$ cat src/rtl/sprite_dma.sv
// sprite_dma: copies the sprite attribute table from CPU work RAM into sprite RAM, one byte per clock.
module sprite_dma #(
  parameter int LENGTH    = 128,
  parameter int DST_WIDTH = 7,
  parameter int SRC_WIDTH = 16
) (
  input  logic                 clk,
  input  logic                 reset,
  input  logic                 vblank,
  input  logic                 cpu_reg_wr,
  input  logic [1:0]           cpu_reg_addr,
  input  logic [7:0]           cpu_reg_din,
  output logic [7:0]           cpu_reg_dout,
  output logic [SRC_WIDTH-1:0] src_addr,
  input  logic [7:0]           src_data,
  output logic                 spriteram_wr,
  output logic [DST_WIDTH-1:0] spriteram_wr_addr,
  output logic [7:0]           spriteram_data_in,
  output logic                 dma_busy,
  output logic                 dma_done
);
  localparam int IW = $clog2(LENGTH) + 1;
  typedef enum logic [2:0] {IDLE, ARMED, COPY, FLUSH, DONE} state_t;
  state_t state_q, state_d;
  logic [15:0] src_base_q, src_base_d;
  logic [SRC_WIDTH-1:0] cur_src_q, cur_src_d, src_addr_q, src_addr_d;
  logic [IW-1:0] idx_q, idx_d;
  logic vblank_last_q;
  logic ctrl_start;
  assign ctrl_start = cpu_reg_wr && cpu_reg_addr == 2'd2 && cpu_reg_din[0];
  always_comb begin
    state_d    = state_q;
    cur_src_d  = cur_src_q;
    idx_d      = idx_q;
    src_addr_d = src_addr_q;
    src_base_d = !cpu_reg_wr ? src_base_q :
                 cpu_reg_addr == 2'd0 ? {src_base_q[15:8], cpu_reg_din} :
                 cpu_reg_addr == 2'd1 ? {cpu_reg_din, src_base_q[7:0]} : src_base_q;
    case (state_q)
      IDLE: if (ctrl_start) begin
        state_d   = cpu_reg_din[1] ? COPY : ARMED;
        cur_src_d = src_base_q[SRC_WIDTH-1:0];
        idx_d     = '0;
        if (cpu_reg_din[1]) src_addr_d = src_base_q[SRC_WIDTH-1:0];
      end
      ARMED: if (vblank && !vblank_last_q) begin
        state_d    = COPY;
        src_addr_d = cur_src_q;
      end
      COPY: begin
        // Writes lag reads by one clock (sync RAM), so idx keeps counting into FLUSH.
        idx_d = idx_q + 1'b1;
        if (idx_q == IW'(LENGTH - 1)) state_d = FLUSH;
        else src_addr_d = cur_src_q + SRC_WIDTH'(idx_d);
      end
      FLUSH:   state_d = DONE;
      DONE:    state_d = IDLE;
      default: state_d = IDLE;
    endcase
  end
  always_ff @(posedge clk) begin
    if (reset) begin
      state_q       <= IDLE;
      src_base_q    <= '0;
      cur_src_q     <= '0;
      idx_q         <= '0;
      src_addr_q    <= '0;
      vblank_last_q <= 1'b0;
    end else begin
      state_q       <= state_d;
      src_base_q    <= src_base_d;
      cur_src_q     <= cur_src_d;
      idx_q         <= idx_d;
      src_addr_q    <= src_addr_d;
      vblank_last_q <= vblank;
    end
  end
  assign dma_busy          = state_q == ARMED || state_q == COPY;
  assign dma_done          = state_q == DONE;
  assign cpu_reg_dout      = {6'b0, state_q == ARMED, dma_busy};
  assign src_addr          = src_addr_q;
  assign spriteram_wr      = (state_q == COPY && idx_q != '0) || state_q == FLUSH;
  assign spriteram_wr_addr = spriteram_wr ? DST_WIDTH'(idx_q - 1'b1) : '0;
  assign spriteram_data_in = spriteram_wr ? src_data : 8'h00;
endmodule

$ cat config.mk
export PLATFORM = sky130hd
export DESIGN_NAME = sprite_dma
export DESIGN_NICKNAME = d
export VERILOG_FILES = /design/src/rtl/sprite_dma.sv
export SDC_FILE = /design/constraint.sdc
export NUM_CORES = 1
export LEC_CHECK = 0
export CAP_MARGIN = 40
export CORE_MARGIN = 2
export CORE_UTILIZATION = 55
export CTS_CLUSTER_DIAMETER = 80
export DETAILED_ROUTE_END_ITERATION = 10
export GPL_ROUTABILITY_DRIVEN = 0
export PLACE_DENSITY = 0.83
export SYNTH_ARGS = -nofsm -noshare
export SYNTH_HDL_FRONTEND = slang
export SYNTH_SLANG_ARGS = --single-unit
$ cat constraint.sdc
create_clock -name clk -period 4.2 [get_ports clk]
set_clock_uncertainty 0.05 [all_clocks]
set_input_delay 0.84 -clock clk [delete_from_list [all_inputs] [get_ports clk]]
set_output_delay 0.84 -clock clk [all_outputs]
set_load 0.01 [all_outputs]
# Word-level counts from Yosys, hierarchy flattened
# Index checks and enable logic that the tools add are counted.
totals:
  input_bits: 22
  regBits: 60
classes:
  n_reduce_logical: 18
  n_mux: 15
  n_addsub: 3
  n_bitwise: 1
  n_eq_ne: 12
ops:
  columns: ["op", "count"]
  rows:
  - ["16-bit 2-to-1 mux", 4]
  - ["16-bit one-hot mux with 3 select lines", 1]
  - ["8-bit 2-to-1 mux", 3]
  - ["16-bit by 8-bit adder with 16-bit output", 1]
  - ["8-bit one-hot mux with 2 select lines", 1]
  - ["3-bit one-hot mux with 4 select lines", 1]
  - ["3-bit 2-to-1 mux", 3]
  - ["8-bit by 1-bit adder with 8-bit output, second input constant", 1]
  - ["8-bit by 7-bit equality test with 1-bit output, second input constant", 1]
  - ["2-bit != test, second input constant", 4]
  - ["8-bit nonzero test", 1]
  - ["7-bit 2-to-1 mux", 1]
  - ["7-bit by 1-bit subtractor with 7-bit output, second input constant", 1]
  - ["3-bit by 2-bit equality test with 1-bit output, second input constant", 2]
  - ["2-bit AND reduction", 3]
  - ["3-bit AND reduction", 2]
  - ["5-bit AND reduction", 1]
  - ["1-bit logical AND", 4]
  - ["3-bit by 1-bit equality test with 1-bit output, second input constant", 1]
  - ["3-bit equality test, second input constant", 1]
  - ["3-bit logical NOT", 1]
  - ["3-bit nonzero test", 1]
  - ["2-bit by 1-bit equality test with 1-bit output, second input constant", 1]
  - ["2-bit equality test, second input constant", 1]
  - ["other kinds (7)", 8]

# Logic depth before layout (Yosys ltp)
depth:
  word_depth: 5
  ltp_mapped: 11
  depth_no_buf: 10

# Worst setup path after synthesis
# Ideal clock, no wire load.
synth_path:
  kind: "register -> register"
  startpoint: "reg idx_q[0]"
  endpoint: "reg src_addr_q[15], in the netlist src_addr[15]"
  stages_incl_launch_ff: 11
  path_buffers: 0
  slack_ns: 1.547
  arrival_time_ns: 2.515
  t_required_ns: 4.062
  synth_period_minus_slack_ns: 2.653
  cell_sequence: "dfxtp_1 > ha_1 > and3_1 > nand2_1 > xnor2_1 > ha_1 > nand2_1 > a211oi_4 > o31ai_2 > or4b_1 > a311oi_2"
synth_via:
  elab_chain_len: 4
  elab_cells_between_ends: 7
synth_rtl:
  columns: ["element", "line_no", "source"]
  rows:
  - ["start: declaration", "27", "logic [IW-1:0] idx_q, idx_d;"]
  - ["start signal: assignment", "73", "idx_q <= idx_d;"]
  - ["8-bit by 1-bit adder with 8-bit output", "52", "idx_d = idx_q + 1'b1;"]
  - ["16-bit by 8-bit adder with 16-bit output", "54", "else src_addr_d = cur_src_q + SRC_WIDTH'(idx_d);"]
  - ["16-bit 2-to-1 mux", "53", "if (idx_q == IW'(LENGTH - 1)) state_d = FLUSH;"]
  - ["16-bit one-hot mux with 3 select lines", "39", "case (state_q)"]
  - ["end signal: assignment", "74", "src_addr_q <= src_addr_d;"]
  - ["end: declaration", "26", "logic [SRC_WIDTH-1:0] cur_src_q, cur_src_d, src_addr_q, src_addr_d;"]
# Parallel ways exist; a longest one is shown, timed or not. The select of a mux whose other input is x is not followed.
# A chain may end at the register's enable or synchronous reset.

# Final worst setup path
layout_path:
  startpoint: "reg state_q[1]"
  endpoint: "out dma_busy"
layout_via:
  elab_chain_len: 2
  elab_cells_between_ends: 3
layout_rtl:
  columns: ["element", "line_no", "source"]
  rows:
  - ["start: declaration", "24", "state_t state_q, state_d;"]
  - ["start signal: assignment", "70", "state_q <= state_d;"]
  - ["3-bit by 1-bit equality test with 1-bit output / 3-bit by 2-bit equality test with 1-bit output (equally long branches)", "78", "assign dma_busy = state_q == ARMED || state_q == COPY;"]
  - ["1-bit logical OR *", "78", null]
  - ["end: declaration", "19", "output logic dma_busy,"]
# Mark *: on every way between the ends. The rest lies on a longest branch, timed or not.

==> flow_summary.yaml <==
hold_path:
  hp-class: "register to register"
  min_path_cells: 2
  hold_path_end: "cur_src_q[11]"
  hp-start: "src_base_q[11]"
clocking:
  cts_buffers: 9
  post_cts_buffers: 0
  cts-root-buf: "clkbuf_8"
  cts_tree: "yes"
  clkSinkCount: 60
  cts_buffer_depth: 2
  htree_num_levels: 3
  clk_latency_ns: 0.35
  clk_pin_slew_ns: 0.08
  hold_buffers: 0
  cts_resized: 0
route:
  drtIter0Drc: 389
  wl_per_cell_um: 17.0
  routed_wl_um: 9850
  drc: 0
  vias_per_cell: 6.17
  dr.pass1.iters: 6
  antenna_left: 0
  vias: 3565
floorplan:
  pin_count: 64
  core-area_mm2: 0.00635
  initial_utilization_pct: 57.0
  rows: 29
  die-area_mm2: 0.00725
  die_h_um: 85.1
  die_width_um: 85.1
power_and_ir_drop:
  ir_drop_mv: 0.206
  total_leakage_power_nw: 1.70
  cellPowerDensity_mw_per_mm2: 323
  finalPower_w: 0.00142
synth:
  ys_ff_latch: 60
  synth.cell_area_mm2: 0.00362
  yosysSeqAreaShare_pct: 33.2
  synth-edff-count: 0
  async_flop_share_pct: 0
  syn_avg_cell_area_um2: 7.98
  ys_types: 66
  synthFlopType: "dfxtp_1"
  yosysWarnings: 0
  synth_cells: 454
critical_path:
  timing.rr.end: "src_addr[12]"
  cp-end-kind: "output port"
  path_max_fanout: 14
  cp-startpoint: "state_q[1]"
  crit_type: "register to output port"
  arrival_ns: 2.50
  required_ns: 3.31
  start_kind: "register"
  r2r-start: "idx_q[2]"
  reg2reg_depth: 9
  r2r_slack_ns: 1.16
timing:
  worst_pin_slew_ns: 0.728
  fmax_ghz: 0.295
  period_needed_ns: 3.39
  setup_viol: 0
  slew_headroom_pct: 51.5
  fin_crit_sh_pct: 80.7
  setup_tns_ns: 0
  worst_hold_slack_ns: 0.426
  final_max_slew_viol_count: 0
  rsz0062_at_grt: "no"
  hold_viol_final: 0
finish:
  nets: 532
  layout_commonest_cell: "dfxtp_1"
  drive_gt1_share_pct: 7.19
  antenna_cells: 0
  areaGrowthSynthToFinish_pct: 21.3
  final_cell_mix: "dfxtp_1, nand2_1, clkdlybuf4s50_1"
grt:
  gr-total-overflow: 0
  grt_max_degree: 40
  antenna_found_initial: 0
  grt_use_total_pct: 28.0
  grt_pass1_wl_um: 16200
  grt_pass1_vias: 3358
place:
  dp_hpwl_um: 6960
  port_buffers: 57
flow_run:
  drv_cap: 0
run_status:
  status: "finished, final reports clean"
-- metrics by stage --
step | cells | cell area [µm²] | utilization (%) | setup WS, ns
after floorplan | 459 | 3640 | - | 1.55
after global placement | 562 | 4170 | 65.6 | 1.17
after detailed placement | 562 | 4170 | 65.6 | 1.08
after CTS | 578 | 4390 | 69.2 | 0.852
after global routing | 578 | 4390 | 69.2 | 0.652
final | 578 | 4390 | 69.2 | 0.810
-- cells in the mapped netlist, types with 2 or more instances --
master	n	share of area [%]
nor3b_1	2	0.41
o21ai_0	16	2.2
buf_4	8	1.7
and3_1	5	0.86
nor3_1	9	1.2
and4b_1	2	0.55
buf_1	2	0.21
o21ai_1	5	0.69
nand3b_1	3	0.62
and2_1	13	2.2
nor2_1	54	5.6
a31oi_1	5	0.86
nand3_1	8	1.1
nand2_1	56	5.8
xnor2_1	8	1.9
a221oi_1	9	2.2
o31a_1	4	0.97
nor4b_1	4	0.97
inv_1	14	1.5
a21oi_1	31	4.3
nor4_1	6	1.0
ha_1	13	4.5
o211a_1	2	0.55
a311oi_1	5	1.2
nand2b_1	3	0.52
mux2i_1	17	4.7
or4_1	2	0.41
clkbuf_1	14	1.5
xor2_1	5	1.2
a22oi_1	6	1.2
o21bai_1	2	0.41
nor2b_1	3	0.52
dfxtp_1	60	33
or3_1	3	0.52
buf_2	13	1.8
a211oi_1	9	1.9
o221ai_1	2	0.48
a21o_1	3	0.62
-- layer usage --
metal | up-vias | wire length (µm) | global-route usage, %
met5 | - | 0 | 0
met4 | 0 | 195 | 10.1
met3 | 20 | 864 | 6.42
met2 | 177 | 4680 | 47.2
met1 | 1668 | 4110 | 34.9
li1 | 1700 | - | -
-- kinds of logic (layout without fill, tap and decap cells) --
group | after synthesis | after routing | synth area share (%)
XOR/XNOR | 13 | 13 | 3.14
AND/OR/NAND/NOR | 181 | 181 | 24.2
multiplexers | 18 | 18 | 5.01
adder cells (fa/ha/maj) | 14 | 14 | 5.05
buffers and inverters | 51 | 93 | 6.57
other | 1 | 6 | 0.104
AO/OA/AOI/OAI | 116 | 116 | 22.7
flip-flops | 60 | 60 | 33.2
-- sequential cells by signal, summed over array words and instances, names as in the netlist --
register       count
cur_src_q         16
src_addr          16
src_base_q        16
idx_q              8
state_q            3
vblank_last_q      1
-- cell type report --
| type | instances | area (µm²) |
|---|---|---|
| clock inverter | 6 | 87.6 |
| sequential | 60 | 1200 |
| clock buffer | 10 | 138 |
| timing repair buffer | 63 | 611 |
| fill | 509 | 1960 |
| tap | 77 | 96.3 |
| inverter | 14 | 52.6 |
| multi-input combinational | 348 | 2210 |
-- power by group --
part | switching, W | total [W] | internal, W
sequential | 0.0000234 | 0.000616 | 0.000593
combinational | 0.000112 | 0.000208 | 0.0000966
clock | 0.000246 | 0.000594 | 0.000349
total | 0.000381 | 0.00142 | 0.00104
-- how the worst max path moves through the flow --
stage / end / slack [ns] / cells after the start
after floorplan: src_addr[15] / 1.55 / 10
after global placement: src_addr[1] / 1.17 / 7
after detailed placement: src_addr[1] / 1.08 / 7
after CTS: dma_busy / 0.85 / 6
after global routing: dma_busy / 0.65 / 6
final: dma_busy / 0.81 / 6
-- critical path, cell delays in order (launching register included) --
cell             delay [ns]
dfxtp_1                0.47
nor2_1                 0.28
nand2_1                0.18
inv_1                  0.48
nor2_2                 0.11
inv_1                  0.10
clkdlybuf4s50_1        0.54
No activity file was read; power rests on OpenSTA's default activity.
